$ cat src/rtl/regfile_sequencer_if.sv
// Control/handshake bundle between the instruction decoder, the ALU and
// the register-file sequencer.
interface regfile_sequencer_if #(
  parameter int DATA_W = 8
);
  // instr_valid/instr_ready: an instruction transfers on a rising clk edge
  // where both are high; valid may be raised at any time, and ready never
  // depends combinationally on valid.
  logic              instr_valid;
  logic              instr_ready;
  logic [2:0]        instr_op;
  logic [2:0]        instr_rd;
  logic [2:0]        instr_rs;
  logic [DATA_W-1:0] imm_in;
  logic              alu_start;
  logic              alu_done;
  logic [1:0]        enab;
  logic [2:0]        mux_sel;
  logic [2:0]        reg_sel;
  logic [2:0]        seg;
  logic [DATA_W-1:0] or2_out;
  logic              done;
  logic              err;

  modport master (
    output instr_valid, instr_op, instr_rd, instr_rs, imm_in, alu_done,
    input  instr_ready, alu_start, enab, mux_sel, reg_sel, seg, or2_out,
           done, err
  );

  modport slave (
    input  instr_valid, instr_op, instr_rd, instr_rs, imm_in, alu_done,
    output instr_ready, alu_start, enab, mux_sel, reg_sel, seg, or2_out,
           done, err
  );
endinterface

$ cat src/rtl/regfile_sequencer.sv
// Sequences decoded register-transfer instructions onto the 8x8 register
// file control bus, including the multi-cycle ALU read/wait/write-back flow.
module regfile_sequencer #(
  parameter int DATA_W      = 8,
  parameter int ALU_TIMEOUT = 16
) (
  input  logic                clk,
  input  logic                rst,
  regfile_sequencer_if.slave  bus,
  output logic [2:0]          state_dbg
);

  typedef enum logic [2:0] {
    S_IDLE, S_CLEAR, S_WRITE, S_READ, S_ALU_WAIT, S_WB
  } state_t;

  localparam logic [7:0] TO_LAST = 8'(ALU_TIMEOUT - 1);

  state_t            state_q, state_d;
  logic [7:0]        cnt_q, cnt_d;
  logic [2:0]        rd_q, rd_d;
  logic [1:0]        enab_q, enab_d;
  logic [2:0]        mux_q, mux_d;
  logic [2:0]        reg_sel_q, reg_sel_d;
  logic [2:0]        seg_q, seg_d;
  logic [DATA_W-1:0] or2_q, or2_d;
  logic              start_q, start_d;
  logic              done_q, done_d;
  logic              err_q, err_d;
  logic              ready_q, ready_d;

  always_ff @(posedge clk) begin
    if (rst) begin
      state_q   <= S_IDLE;
      cnt_q     <= '0;
      rd_q      <= '0;
      enab_q    <= 2'b11;
      mux_q     <= 3'b000;
      reg_sel_q <= 3'b000;
      seg_q     <= 3'b000;
      or2_q     <= '0;
      start_q   <= 1'b0;
      done_q    <= 1'b0;
      err_q     <= 1'b0;
      ready_q   <= 1'b1;
    end else begin
      state_q   <= state_d;
      cnt_q     <= cnt_d;
      rd_q      <= rd_d;
      enab_q    <= enab_d;
      mux_q     <= mux_d;
      reg_sel_q <= reg_sel_d;
      seg_q     <= seg_d;
      or2_q     <= or2_d;
      start_q   <= start_d;
      done_q    <= done_d;
      err_q     <= err_d;
      ready_q   <= ready_d;
    end
  end

  // Outputs are computed for the state being entered and registered with it,
  // so every control value appears in the same cycle as its state.
  always_comb begin
    state_d   = state_q;
    cnt_d     = cnt_q;
    rd_d      = rd_q;
    enab_d    = 2'b11;
    mux_d     = mux_q;
    reg_sel_d = reg_sel_q;
    seg_d     = seg_q;
    or2_d     = or2_q;
    start_d   = 1'b0;
    done_d    = 1'b0;
    err_d     = 1'b0;
    case (state_q)
      S_IDLE: begin
        if (bus.instr_valid && ready_q) begin
          rd_d = bus.instr_rd;
          case (bus.instr_op)
            3'b000: begin
              state_d = S_WRITE;
              done_d  = 1'b1;
            end
            3'b001: begin
              state_d   = S_WRITE;
              enab_d    = 2'b01;
              seg_d     = bus.instr_rd;
              mux_d     = 3'b001;
              reg_sel_d = bus.instr_rs;
              done_d    = 1'b1;
            end
            3'b010: begin
              state_d = S_WRITE;
              enab_d  = 2'b01;
              seg_d   = bus.instr_rd;
              mux_d   = 3'b010;
              or2_d   = bus.imm_in;
              done_d  = 1'b1;
            end
            3'b011: begin
              state_d = S_READ;
              enab_d  = 2'b10;
              seg_d   = bus.instr_rs;
            end
            3'b100: begin
              state_d = S_CLEAR;
              enab_d  = 2'b00;
              done_d  = 1'b1;
            end
            3'b101: begin
              state_d = S_WRITE;
              enab_d  = 2'b01;
              seg_d   = bus.instr_rd;
              mux_d   = 3'b000;
              done_d  = 1'b1;
            end
            default: begin
              state_d = S_WRITE;
              err_d   = 1'b1;
            end
          endcase
        end
      end
      S_READ: begin
        state_d = S_ALU_WAIT;
        start_d = 1'b1;
        cnt_d   = '0;
      end
      S_ALU_WAIT: begin
        // A result arriving on the expiry cycle still wins over the timeout.
        if (bus.alu_done) begin
          state_d = S_WB;
          enab_d  = 2'b01;
          mux_d   = 3'b011;
          seg_d   = rd_q;
          done_d  = 1'b1;
        end else if (cnt_q == TO_LAST) begin
          state_d = S_WB;
          err_d   = 1'b1;
        end else begin
          cnt_d = cnt_q + 8'd1;
        end
      end
      default: state_d = S_IDLE;
    endcase
    ready_d = (state_d == S_IDLE);
  end

  assign bus.instr_ready = ready_q;
  assign bus.alu_start   = start_q;
  assign bus.enab        = enab_q;
  assign bus.mux_sel     = mux_q;
  assign bus.reg_sel     = reg_sel_q;
  assign bus.seg         = seg_q;
  assign bus.or2_out     = or2_q;
  assign bus.done        = done_q;
  assign bus.err         = err_q;
  assign state_dbg       = state_q;

endmodule

$ cat src/flat_wrapper.sv
// flat-port wrapper written by rule: the top's interface ports become plain ports
module regfile_sequencer_flat 
#(
  parameter int DATA_W      = 8,
  parameter int ALU_TIMEOUT = 16
)
  (clk, rst, state_dbg, bus_instr_valid, bus_instr_op, bus_instr_rd, bus_instr_rs, bus_imm_in, bus_alu_done, bus_instr_ready, bus_alu_start, bus_enab, bus_mux_sel, bus_reg_sel, bus_seg, bus_or2_out, bus_done, bus_err);
  regfile_sequencer_if #(.DATA_W(DATA_W)) bus_i ();
  input  logic clk;
  input  logic rst;
  output logic [2:0] state_dbg;
  input wire logic [$bits(bus_i.instr_valid)-1:0] bus_instr_valid;
  input wire logic [$bits(bus_i.instr_op)-1:0] bus_instr_op;
  input wire logic [$bits(bus_i.instr_rd)-1:0] bus_instr_rd;
  input wire logic [$bits(bus_i.instr_rs)-1:0] bus_instr_rs;
  input wire logic [$bits(bus_i.imm_in)-1:0] bus_imm_in;
  input wire logic [$bits(bus_i.alu_done)-1:0] bus_alu_done;
  output wire logic [$bits(bus_i.instr_ready)-1:0] bus_instr_ready;
  output wire logic [$bits(bus_i.alu_start)-1:0] bus_alu_start;
  output wire logic [$bits(bus_i.enab)-1:0] bus_enab;
  output wire logic [$bits(bus_i.mux_sel)-1:0] bus_mux_sel;
  output wire logic [$bits(bus_i.reg_sel)-1:0] bus_reg_sel;
  output wire logic [$bits(bus_i.seg)-1:0] bus_seg;
  output wire logic [$bits(bus_i.or2_out)-1:0] bus_or2_out;
  output wire logic [$bits(bus_i.done)-1:0] bus_done;
  output wire logic [$bits(bus_i.err)-1:0] bus_err;
  assign bus_i.instr_valid = bus_instr_valid;
  assign bus_i.instr_op = bus_instr_op;
  assign bus_i.instr_rd = bus_instr_rd;
  assign bus_i.instr_rs = bus_instr_rs;
  assign bus_i.imm_in = bus_imm_in;
  assign bus_i.alu_done = bus_alu_done;
  assign bus_instr_ready = bus_i.instr_ready;
  assign bus_alu_start = bus_i.alu_start;
  assign bus_enab = bus_i.enab;
  assign bus_mux_sel = bus_i.mux_sel;
  assign bus_reg_sel = bus_i.reg_sel;
  assign bus_seg = bus_i.seg;
  assign bus_or2_out = bus_i.or2_out;
  assign bus_done = bus_i.done;
  assign bus_err = bus_i.err;
  regfile_sequencer #(.DATA_W(DATA_W), .ALU_TIMEOUT(ALU_TIMEOUT)) u_core (.clk(clk), .rst(rst), .bus(bus_i), .state_dbg(state_dbg));
endmodule
$ cat config.mk
export PLATFORM = sky130hd
export DESIGN_NAME = regfile_sequencer_flat
export DESIGN_NICKNAME = d
export VERILOG_FILES = /design/src/rtl/regfile_sequencer_if.sv /design/src/rtl/regfile_sequencer.sv /design/src/flat_wrapper.sv
export SDC_FILE = /design/constraint.sdc
export NUM_CORES = 1
export LEC_CHECK = 0
export ABC_CLOCK_PERIOD_IN_PS = 2000
export CAP_MARGIN = 30
export CORE_ASPECT_RATIO = 0.7
export CORE_UTILIZATION = 47
export CTS_BUF_LIST = sky130_fd_sc_hd__clkbuf_4 sky130_fd_sc_hd__clkbuf_8 sky130_fd_sc_hd__clkbuf_16
export CTS_CLUSTER_DIAMETER = 80
export DETAILED_ROUTE_END_ITERATION = 8
export GPL_ROUTABILITY_DRIVEN = 0
export PLACE_DENSITY = 0.84
export REMOVE_ABC_BUFFERS = 1
export SLEW_MARGIN = 20
export SYNTH_ARGS = -nofsm -noshare
export SYNTH_HDL_FRONTEND = slang
export SYNTH_SLANG_ARGS = --single-unit
$ cat constraint.sdc
create_clock -name clk -period 2 [get_ports clk]
set_clock_uncertainty 0.1 [all_clocks]
set_input_delay 0.5 -clock clk [delete_from_list [all_inputs] [get_ports clk]]
set_output_delay 0.5 -clock clk [all_outputs]
set_load 0.01 [all_outputs]
## After elaboration in Yosys (flattened, before gate mapping)

Index checks and enable logic that the tools add are counted.

| word-level totals | value |
|---|---|
| register bits | 37 |
| output and inout bits | 26 |
| input bits | 21 |
| word-level logic and storage cells | 72 |

| cells by class | value |
|---|---|
| multiplexer cells | 30 |
| equality and inequality tests | 14 |
| $add $sub $neg | 1 |
| reduce and logical (&&, ||, !) cells | 15 |

Operators with widths:

| kind | count |
|---|---|
| two-way mux 3 bit | 7 |
| case mux 3 bit (2 select lines) | 3 |
| case mux 3 bit (3 select lines) | 2 |
| two-way mux 8 bit | 2 |
| case mux 8 bit (2 select lines) | 1 |
| equality test 3 x 2 -> 1 bit, second input constant | 3 |
| equality test 3 bit, second input constant | 3 |
| logical NOT 3 bit | 3 |
| AND reduction 3 bit | 3 |
| adder 8 x 1 -> 8 bit, second input constant | 1 |
| equality test 8 x 4 -> 1 bit, second input constant | 1 |
| two-way mux 1 bit | 8 |
| case mux 2 bit (2 select lines) | 2 |
| AND reduction 4 bit | 2 |
| != test 2 bit, second input constant | 3 |
| case mux 2 bit (3 select lines) | 1 |
| OR reduction 6 bit | 1 |
| OR reduction 5 bit | 1 |
| two-way mux 2 bit | 2 |
| != test 4 bit, second input constant | 1 |
| case mux 1 bit (2 select lines) | 2 |
| nonzero test 2 bit | 2 |
| equality test 3 x 1 -> 1 bit, second input constant | 1 |
| != test 3 bit, second input constant | 1 |
| 4 further kinds | 4 |

## Longest topological paths before layout

Gate-level depths: netlist of run 1.

| depth | value |
|---|---|
| word-level depth | 5 |
| depth in mapped cells | 6 |
| depth with buffers taken out | 5 |

## Worst setup path before layout of run 1

Ideal clock, no wire load.

| timing path | value |
|---|---|
| path type | input-to-reg |
| start point | in bus_instr_op[1] |
| end point | reg u_core.seg_q[0] (netlist: u_core.bus.seg[0]) |
| stages on the path | 5 |
| required time | 1.774 ns |
| arrival | 1.477 ns |
| path buffers | 1 |
| library setup time | 0.126 ns |
| slack | 0.297 ns |
| cell sequence | clkbuf_1 or2_2 a41o_1 o21ai_0 a31oi_1 |

| on the way | value |
|---|---|
| cells in the longest elaborated chain, start to end | 5 |
| elaborated cells between the ends (all ways) | 10 |
| those cells by class | eq/ne: 5; mux: 3; reduce/logical: 2 |

Ends and longest elaborated chain:

| item | RTL line | source |
|---|---|---|
| from (decl) | flat_wrapper.sv:13 | `input wire logic [$bits(bus_i.instr_op)-1:0] bus_instr_op;` |
| equality test 3 x 1 -> 1 bit, or another cell as far along | regfile_sequencer.sv:80 | `case (bus.instr_op)` |
| OR reduction 3 bit (no source line) | -- |  |
| case mux 3 bit (2 select lines) | regfile_sequencer.sv:80 |  |
| two-way mux 3 bit | regfile_sequencer.sv:78 | `if (bus.instr_valid && ready_q) begin` |
| case mux 3 bit (2 select lines) | regfile_sequencer.sv:76 | `case (state_q)` |
| to (signal assigned) | regfile_sequencer.sv:53 | `seg_q <= seg_d;` |
| to (decl) | regfile_sequencer.sv:25 | `logic [2:0] seg_q, seg_d;` |

Several ways; a longest one is shown, not always the timed one. The select of a mux whose other input is x is not followed.
A chain may end at the register's enable or synchronous reset.

## Worst setup path after layout of run 1

Same ends and word-level chain as after synthesis.

==> out/results.txt, run 1 <==
reg-to-reg critical path startpoint = u_core.cnt_q[4]
Critical Path Fanout Max = 8
post-DR vias/cell = 5.37
sequential share of the synthesized area = 0.434
final worst path period share = 0.953
post-detailed-route count of antenna-violating nets = 0
Core Area = 3250 um^2
setup slack after layout = 0.0939 ns
synthesized flop and latch total = 36
cell internal pwr = 1.18 mW
hold slack = 0.370 ns
die area = 3780 um^2
GR Overflow Total = 0
DR iter-0 viols = 111
vias in the first global route = 1482
clock period minus worst slack = 1.91 ns
capture point of the worst reg-to-reg path = u_core.cnt_q[1]
classification of the worst setup path = input port to flip-flop
Clk pin slew, worst setup/hold paths = 0.07 ns
drt wl/cell = 14.5 um
layout cells sized above 1 = 0.178
average size of a mapped cell = 9.12 um^2
final setup violation count = 0
first-pass GRT wire length = 7180 um
Synth Flop Type = dfxtp_1
Clk network pwr share = 0.358
Rows = 17
Initial DRT Pass Iterations = 4
Hold Path Depth = 2
largest net degree at the start of global routing = 26
Setup crit end kind = flip-flop
Final #Nets = 269
max frequency = 0.525 GHz
Setup WS pre-CTS = -0.193 ns
FF+latch area = 724 um^2
IO buf count = 45
sequence of cells on the critical path = clkdlybuf4s50_1 > or2_2 > a41o_1 > o21ai_0 > a31oi_1
Comb pwr share = 0.154
Maximum Capacitance Violations = 0
Synth cell types = 52
Die X = 73.0 um
Initial Util = 0.510
Min-Delay Endpoint = u_core.bus.seg[1]
fraction of registers with async set/reset = 0
sequential share of power = 0.488
status = completed
crit path max-delay cell type = clkdlybuf4s50_1
Inst Count DP = 287
Worst Reg-to-Reg Cells = 5
mapped cell area = 1660 um^2
Ports = 47
Worst Max-Slew Pin Slew = 0.513 ns
initial antenna violation count = 0
P per Cell Area = 649 nW/um^2
leakage power = 0.933 nW
HP Class = flip-flop to flip-flop
setup slack, reg-to-reg = 0.21 ns
final core occ = 0.734
final hold vios = 0
dpl cell area = 2290 um^2
TritonCTS buffer count = 5
Post-synth EDFFs = 0
CP delay by family, top = compound AO/OA/AOI/OAI gates
Syn Inst Count = 182
Hold Crit Start = u_core.rd_q[1]
DRC = 0
CTS root buf = clkbuf_8
Sw Share = 0.241
number of diodes = 0
Tot GR Track Use = 0.258
CTS Buffer Depth = 2
Max Slew Vio Count = 0
RSZ-0062 raised after global routing = no
H-tree level count = 2
Switch Pwr = 0.373 mW
Sink Count = 36
area grow syn2layout = 43.9%
Via Count = 1580
clk_lat worst skew = 0.29 ns
Bufs and invs on worst path = 1
Syn. warnings = 0
Rel. slew slack = 0.656
Finished Layout Cells = 294
Data required, critical path = 2.07 ns
Die H = 51.7 um
CTS tree = built
final WL = 4260 um
post-route cell area = 2390 um^2
filler cell count = 246
Worst setup SP type = input port
VDD IR-drop max = 0.462 mV
critical path's largest stage delay = 0.53 ns
CP arrival = 1.97 ns
footprint of the multi-input gates = 885 um^2
DP Wirelength = 3160 um
## final cells by class
class / count / share of cell area
Clock buffer: 7 / 0.0404
Inverter: 2 / 0.00314
Multi-Input combinational cell: 135 / 0.371
Sequential cell: 36 / 0.303
Tap cell: 47 / 0.0246
Timing Repair Buffer: 67 / 0.258
## registers in the layout, summed over array words and instances, names as in the netlist
signal and flops:
u_core.bus.alu_start 1, u_core.bus.instr_ready 1, u_core.bus.or2_out 8, u_core.bus.done 1, u_core.bus.enab 2, u_core.bus.reg_sel 3
u_core.bus.seg 3, u_core.bus.err 1, u_core.state_dbg 3, u_core.rd_q 3, u_core.cnt_q 8, u_core.bus.mux_sel 2
## cells in the final DEF (no fill, tap or decap), drive strengths merged, types with 4 or more instances in the layout
| cell | netlist | final |
|---|---|---|
| o21ai | 11 | 11 |
| a21oi | 13 | 13 |
| nand3 | 8 | 8 |
| clkbuf | 5 | 7 |
| mux2i | 14 | 14 |
| buf | 4 | 22 |
| clkdlybuf4s50 | 0 | 45 |
| nor3 | 5 | 5 |
| or2 | 4 | 4 |
| nor2 | 19 | 19 |
| nand2 | 18 | 18 |
| a31oi | 4 | 4 |
| dfxtp | 36 | 36 |
## worst max-delay path by stage
stage	start	endpoint	slack [ns]	cells after the start
global route	bus_alu_done	u_core.cnt_q[7]	0.005	5
finish	bus_instr_op[1]	u_core.bus.seg[0]	0.09	5
detailed placement	bus_instr_op[1]	u_core.bus.seg[0]	-0.19	5
CTS	u_core.state_dbg[2]	state_dbg[2]	0.04	1
floorplan	bus_instr_valid	u_core.bus.mux_sel[0]	0.33	4
global placement	bus_instr_op[1]	u_core.bus.seg[0]	-0.15	5
## timing repair
action / CTS / global route
hold buffers: 0 / 0
buffers inserted: 0 / 0
pin swaps: 0 / 0
endpoints found under the setup margin: 2 / 1
gates resized for setup: 2 / 1
## logic make-up (layout without fill, tap and decap cells)
group | count (synthesis) | count (layout) | synth area share
adders and majority gates | 1 | 1 | 0.00754
other | 1 | 1 | 0.00226
muxes | 14 | 14 | 0.0845
AOI/OAI and AO/OA | 43 | 43 | 0.176
buffers and inverters | 11 | 76 | 0.0324
and+or+nand+nor | 75 | 75 | 0.258
xor gates and xnor gates | 1 | 1 | 0.00528
DFF | 36 | 36 | 0.434
## metal layers
metal | GRT usage | vias up | wire [um]
met5 | 0 | - | 0
met4 | 0.0784 | 0 | 36
met3 | 0.0543 | 5 | 292
met2 | 0.412 | 58 | 1940
met1 | 0.350 | 727 | 2000
li1 | - | 790 | -
## synthesized netlist by cell type, types with 2 or more instances
cell type  count  area (um^2)
a21o_1         2         15.0
a21oi_1       12         60.1
a31oi_1        4         25.0
clkbuf_1       5         18.8
dfxtp_1       36          721
inv_1          2         7.51
mux2i_1       14          140
nand2_1       18         67.6
nand2b_1       2         12.5
nand3_1        8         40.0
nand3b_1       2         15.0
nand4_1        2         12.5
nor2_1        17         63.8
nor2_2         2         12.5
nor3_1         5         25.0
nor4b_4        2         47.6
o21ai_0        9         45.0
o31ai_1        2         15.0
or2_2          3         18.8
or3_1          3         18.8
## through the flow
stage | total power [mW] | TNS (ns)
2_1_floorplan | 0.858 | 0
3_3_place_gp | 1.00 | -1.67
3_5_place_dp | 1.01 | -2.45
4_1_cts | 1.56 | 0
5_1_grt | 1.62 | 0
6_report | 1.55 | 0
## power groups by stage
| stage | clock (mW) | combinational, mW | sequential [mW] |
|---|---|---|---|
| global placement | 0 | 0.230 | 0.772 |
| finish | 0.555 | 0.238 | 0.757 |
| floorplan | 0 | 0.0790 | 0.780 |
| global route | 0.598 | 0.259 | 0.759 |
| CTS | 0.564 | 0.237 | 0.757 |
| detailed placement | 0 | 0.235 | 0.772 |
## worst min-delay path: cells and delay by family (launching register included)
| kind | cells | cell delay [ns] |
|---|---|---|
| DFF | 1 | 0.31 |
| and+or+nand+nor | 1 | 0.05 |
| AOI/OAI and AO/OA | 1 | 0.07 |
No activity file was read; power rests on OpenSTA's default activity.
==> run 2: changes to the inputs <==
--- a/config.mk
+++ b/config.mk
@@ -8,5 +8,4 @@
 export ABC_CLOCK_PERIOD_IN_PS = 2000
 export CAP_MARGIN = 30
-export CORE_ASPECT_RATIO = 0.7
 export CORE_UTILIZATION = 47
 export CTS_BUF_LIST = sky130_fd_sc_hd__clkbuf_4 sky130_fd_sc_hd__clkbuf_8 sky130_fd_sc_hd__clkbuf_16
==> constraint.sdc (replaced) <==
create_clock -name clk -period 2 [get_ports clk]
set_clock_uncertainty 0.1 [all_clocks]
set_input_delay 0.5 -clock clk [delete_from_list [all_inputs] [get_ports clk]]
set_output_delay 0.5 -clock clk [all_outputs]
set_load 0.02 [all_outputs]
==> run 2 against run 1 <==
  * Global-route usage fell by 1.5 points
  * Power decreased by 6.4%
  * Final area hardly changed
  * Final cell count up 1.0%
  * Critical path type is now flip-flop to output pin
  * Register-to-register slack better by 0.03 ns
  * Combinational power rose by 8%
==> out/results.txt, run 2 (same netlist as run 1, synthesis figures left out) <==
crit path max-delay cell type = clkdlybuf4s50_1
final worst path period share = 0.969 (+0.0155)
first-pass GRT wire length = 6650 um (-7.3%)
Die X = 61.4 um (-16%)
P per Cell Area = 607 nW/um^2 (-6.4%)
initial antenna violation count = 0 (unchanged)
reg-to-reg critical path startpoint = u_core.cnt_q[4]
H-tree level count = 2 (unchanged)
layout cells sized above 1 = 0.183 (+0.00513)
Ports = 47 (unchanged)
drt wl/cell = 13.6 um (-6.3%)
Data required, critical path = 1.40 ns (-0.67 ns)
die area = 3770 um^2 (about the same)
CTS tree = built
critical path's largest stage delay = 0.63 ns (+0.10 ns)
area grow syn2layout = 44.0% (about the same)
DP Wirelength = 2960 um (-6.4%)
final setup violation count = 0 (unchanged)
CP delay by family, top = buffers and inverters
Tot GR Track Use = 0.243 (-0.0151)
Rows = 21 (+4)
RSZ-0062 raised after global routing = no
sequence of cells on the critical path = clkdlybuf4s50_1
number of diodes = 0 (unchanged)
Finished Layout Cells = 297 (+1.0%)
Maximum Capacitance Violations = 0 (unchanged)
HP Class = flip-flop to flip-flop
GR Overflow Total = 0 (unchanged)
Min-Delay Endpoint = u_core.bus.seg[0]
number of setup buffers added after CTS = 0 (unchanged)
Clk pin slew, worst setup/hold paths = 0.10 ns (+0.03 ns)
VDD IR-drop max = 0.311 mV (-33%)
Initial DRT Pass Iterations = 4 (unchanged)
CTS root buf = clkbuf_4
most frequent cells in the layout = 42 x clkdlybuf4s50_1, 35 x dfxtp_1, 24 x buf_4, 18 x nand2_1, 17 x nor2_1
Worst Reg-to-Reg Cells = 5 (unchanged)
Core Area = 3360 um^2 (+3.3%)
Setup crit end kind = output pin
TritonCTS buffer count = 5 (unchanged)
CP arrival = 1.34 ns (-0.63 ns)
cts hold-fix bufs = 0 (unchanged)
capture point of the worst reg-to-reg path = u_core.cnt_q[1]
Bufs and invs on worst path = 1 (unchanged)
Sink Count = 36 (unchanged)
vias in the first global route = 1509 (+1.8%)
post-DR vias/cell = 5.28 (-1.8%)
largest net degree at the start of global routing = 26 (unchanged)
max frequency = 0.516 GHz (-1.6%)
status = completed
final hold vios = 0 (unchanged)
Via Count = 1568 (-0.76%)
DRC = 0 (unchanged)
leakage power = 0.968 nW (+3.8%)
Final #Nets = 272 (+1.1%)
post-detailed-route count of antenna-violating nets = 0 (unchanged)
clk_lat worst skew = 0.35 ns (+0.06 ns)
Inst Count DP = 289 (+0.70%)
DR iter-0 viols = 80 (-28%)
clock period minus worst slack = 1.94 ns (+0.0310 ns)
final WL = 4040 um (-5.3%)
Hold Path Depth = 2 (unchanged)
setup slack, reg-to-reg = 0.24 ns (+0.03 ns)
CTS Buffer Depth = 2 (unchanged)
Worst setup SP type = flip-flop
IO buf count = 45 (unchanged)
Initial Util = 0.493 (-0.0165)
Critical Path Fanout Max = 3 (-5)
classification of the worst setup path = flip-flop to output pin
Hold Crit Start = u_core.rd_q[0]
Die H = 61.4 um (+19%)
hold slack = 0.367 ns (-0.00249 ns)
Max Slew Vio Count = 0 (unchanged)
commonest non-fill, non-tap cell in the layout = clkdlybuf4s50_1
Pwr Total = 1.45 mW (-6.4%)
run 2: cell types whose count changed in the layout (fill, tap and decap cells not counted):
cell / before / now
buf_12: 0 / 1
buf_4: 22 / 24
clkbuf_4: 0 / 7
clkbuf_8: 7 / 1
clkdlybuf4s50_1: 45 / 42
dfxtp_1: 33 / 35
dfxtp_2: 3 / 1
dlygate4sd2_1: 0 / 2
dlymetal6s2s_1: 0 / 1
run 2: worst max path at each step:
| stage | startpoint | end | slack (ns) | cells past startpoint |
|---|---|---|---|---|
| floorplan | u_core.state_dbg[0] | u_core.bus.mux_sel[0] | 0.32 | 4 |
| detailed placement | bus_instr_op[0] | u_core.bus.reg_sel[2] | -0.19 | 5 |
| CTS | u_core.state_dbg[1] | state_dbg[1] | 0.03 | 1 |
| global route | u_core.bus.instr_ready | bus_instr_ready | 0.009 | 1 |
| global placement | bus_alu_done | u_core.cnt_q[2] | -0.15 | 5 |
| finish | u_core.bus.instr_ready | bus_instr_ready | 0.06 | 1 |
run 2: final cells by class:
type                    count  area (um^2)
clock buffers               8         66.3
multi-input cells         135          885
inverters                   2         7.51
well taps                  46         57.6
repair buffers             70          651
flip-flops and latches     36          722
fillers                   278          975
run 2: power breakdown:
part | internal [mW] | switching [mW] | total [mW]
registers | 0.741 | 0.0139 | 0.754
logic | 0.132 | 0.124 | 0.256
clock network | 0.201 | 0.240 | 0.441
run 2: stage by stage:
stage / worst slack, ns / utilization / setup TNS (ns) / instance area (um^2)
floorplan: 0.316 / - / 0 / 1610
global placement: -0.151 / 0.690 / -1.66 / 2320
detailed placement: -0.186 / 0.690 / -2.17 / 2320
CTS: 0.0327 / 0.709 / 0 / 2390
global route: 0.00911 / 0.710 / 0 / 2390
finish: 0.0629 / 0.710 / 0 / 2390
run 2: repair_timing:
item,CTS,global route
pin swaps,0,0
endpoints found under the setup margin,2,1
gates resized for setup,3,1
run 2: routing by layer:
layer | track usage | vias to the layer above | wire [um]
met5 | 0 | - | 0
met4 | 0.0857 | 0 | 62
met3 | 0.0903 | 5 | 327
met2 | 0.393 | 62 | 1780
met1 | 0.298 | 703 | 1860
li1 | - | 798 | -
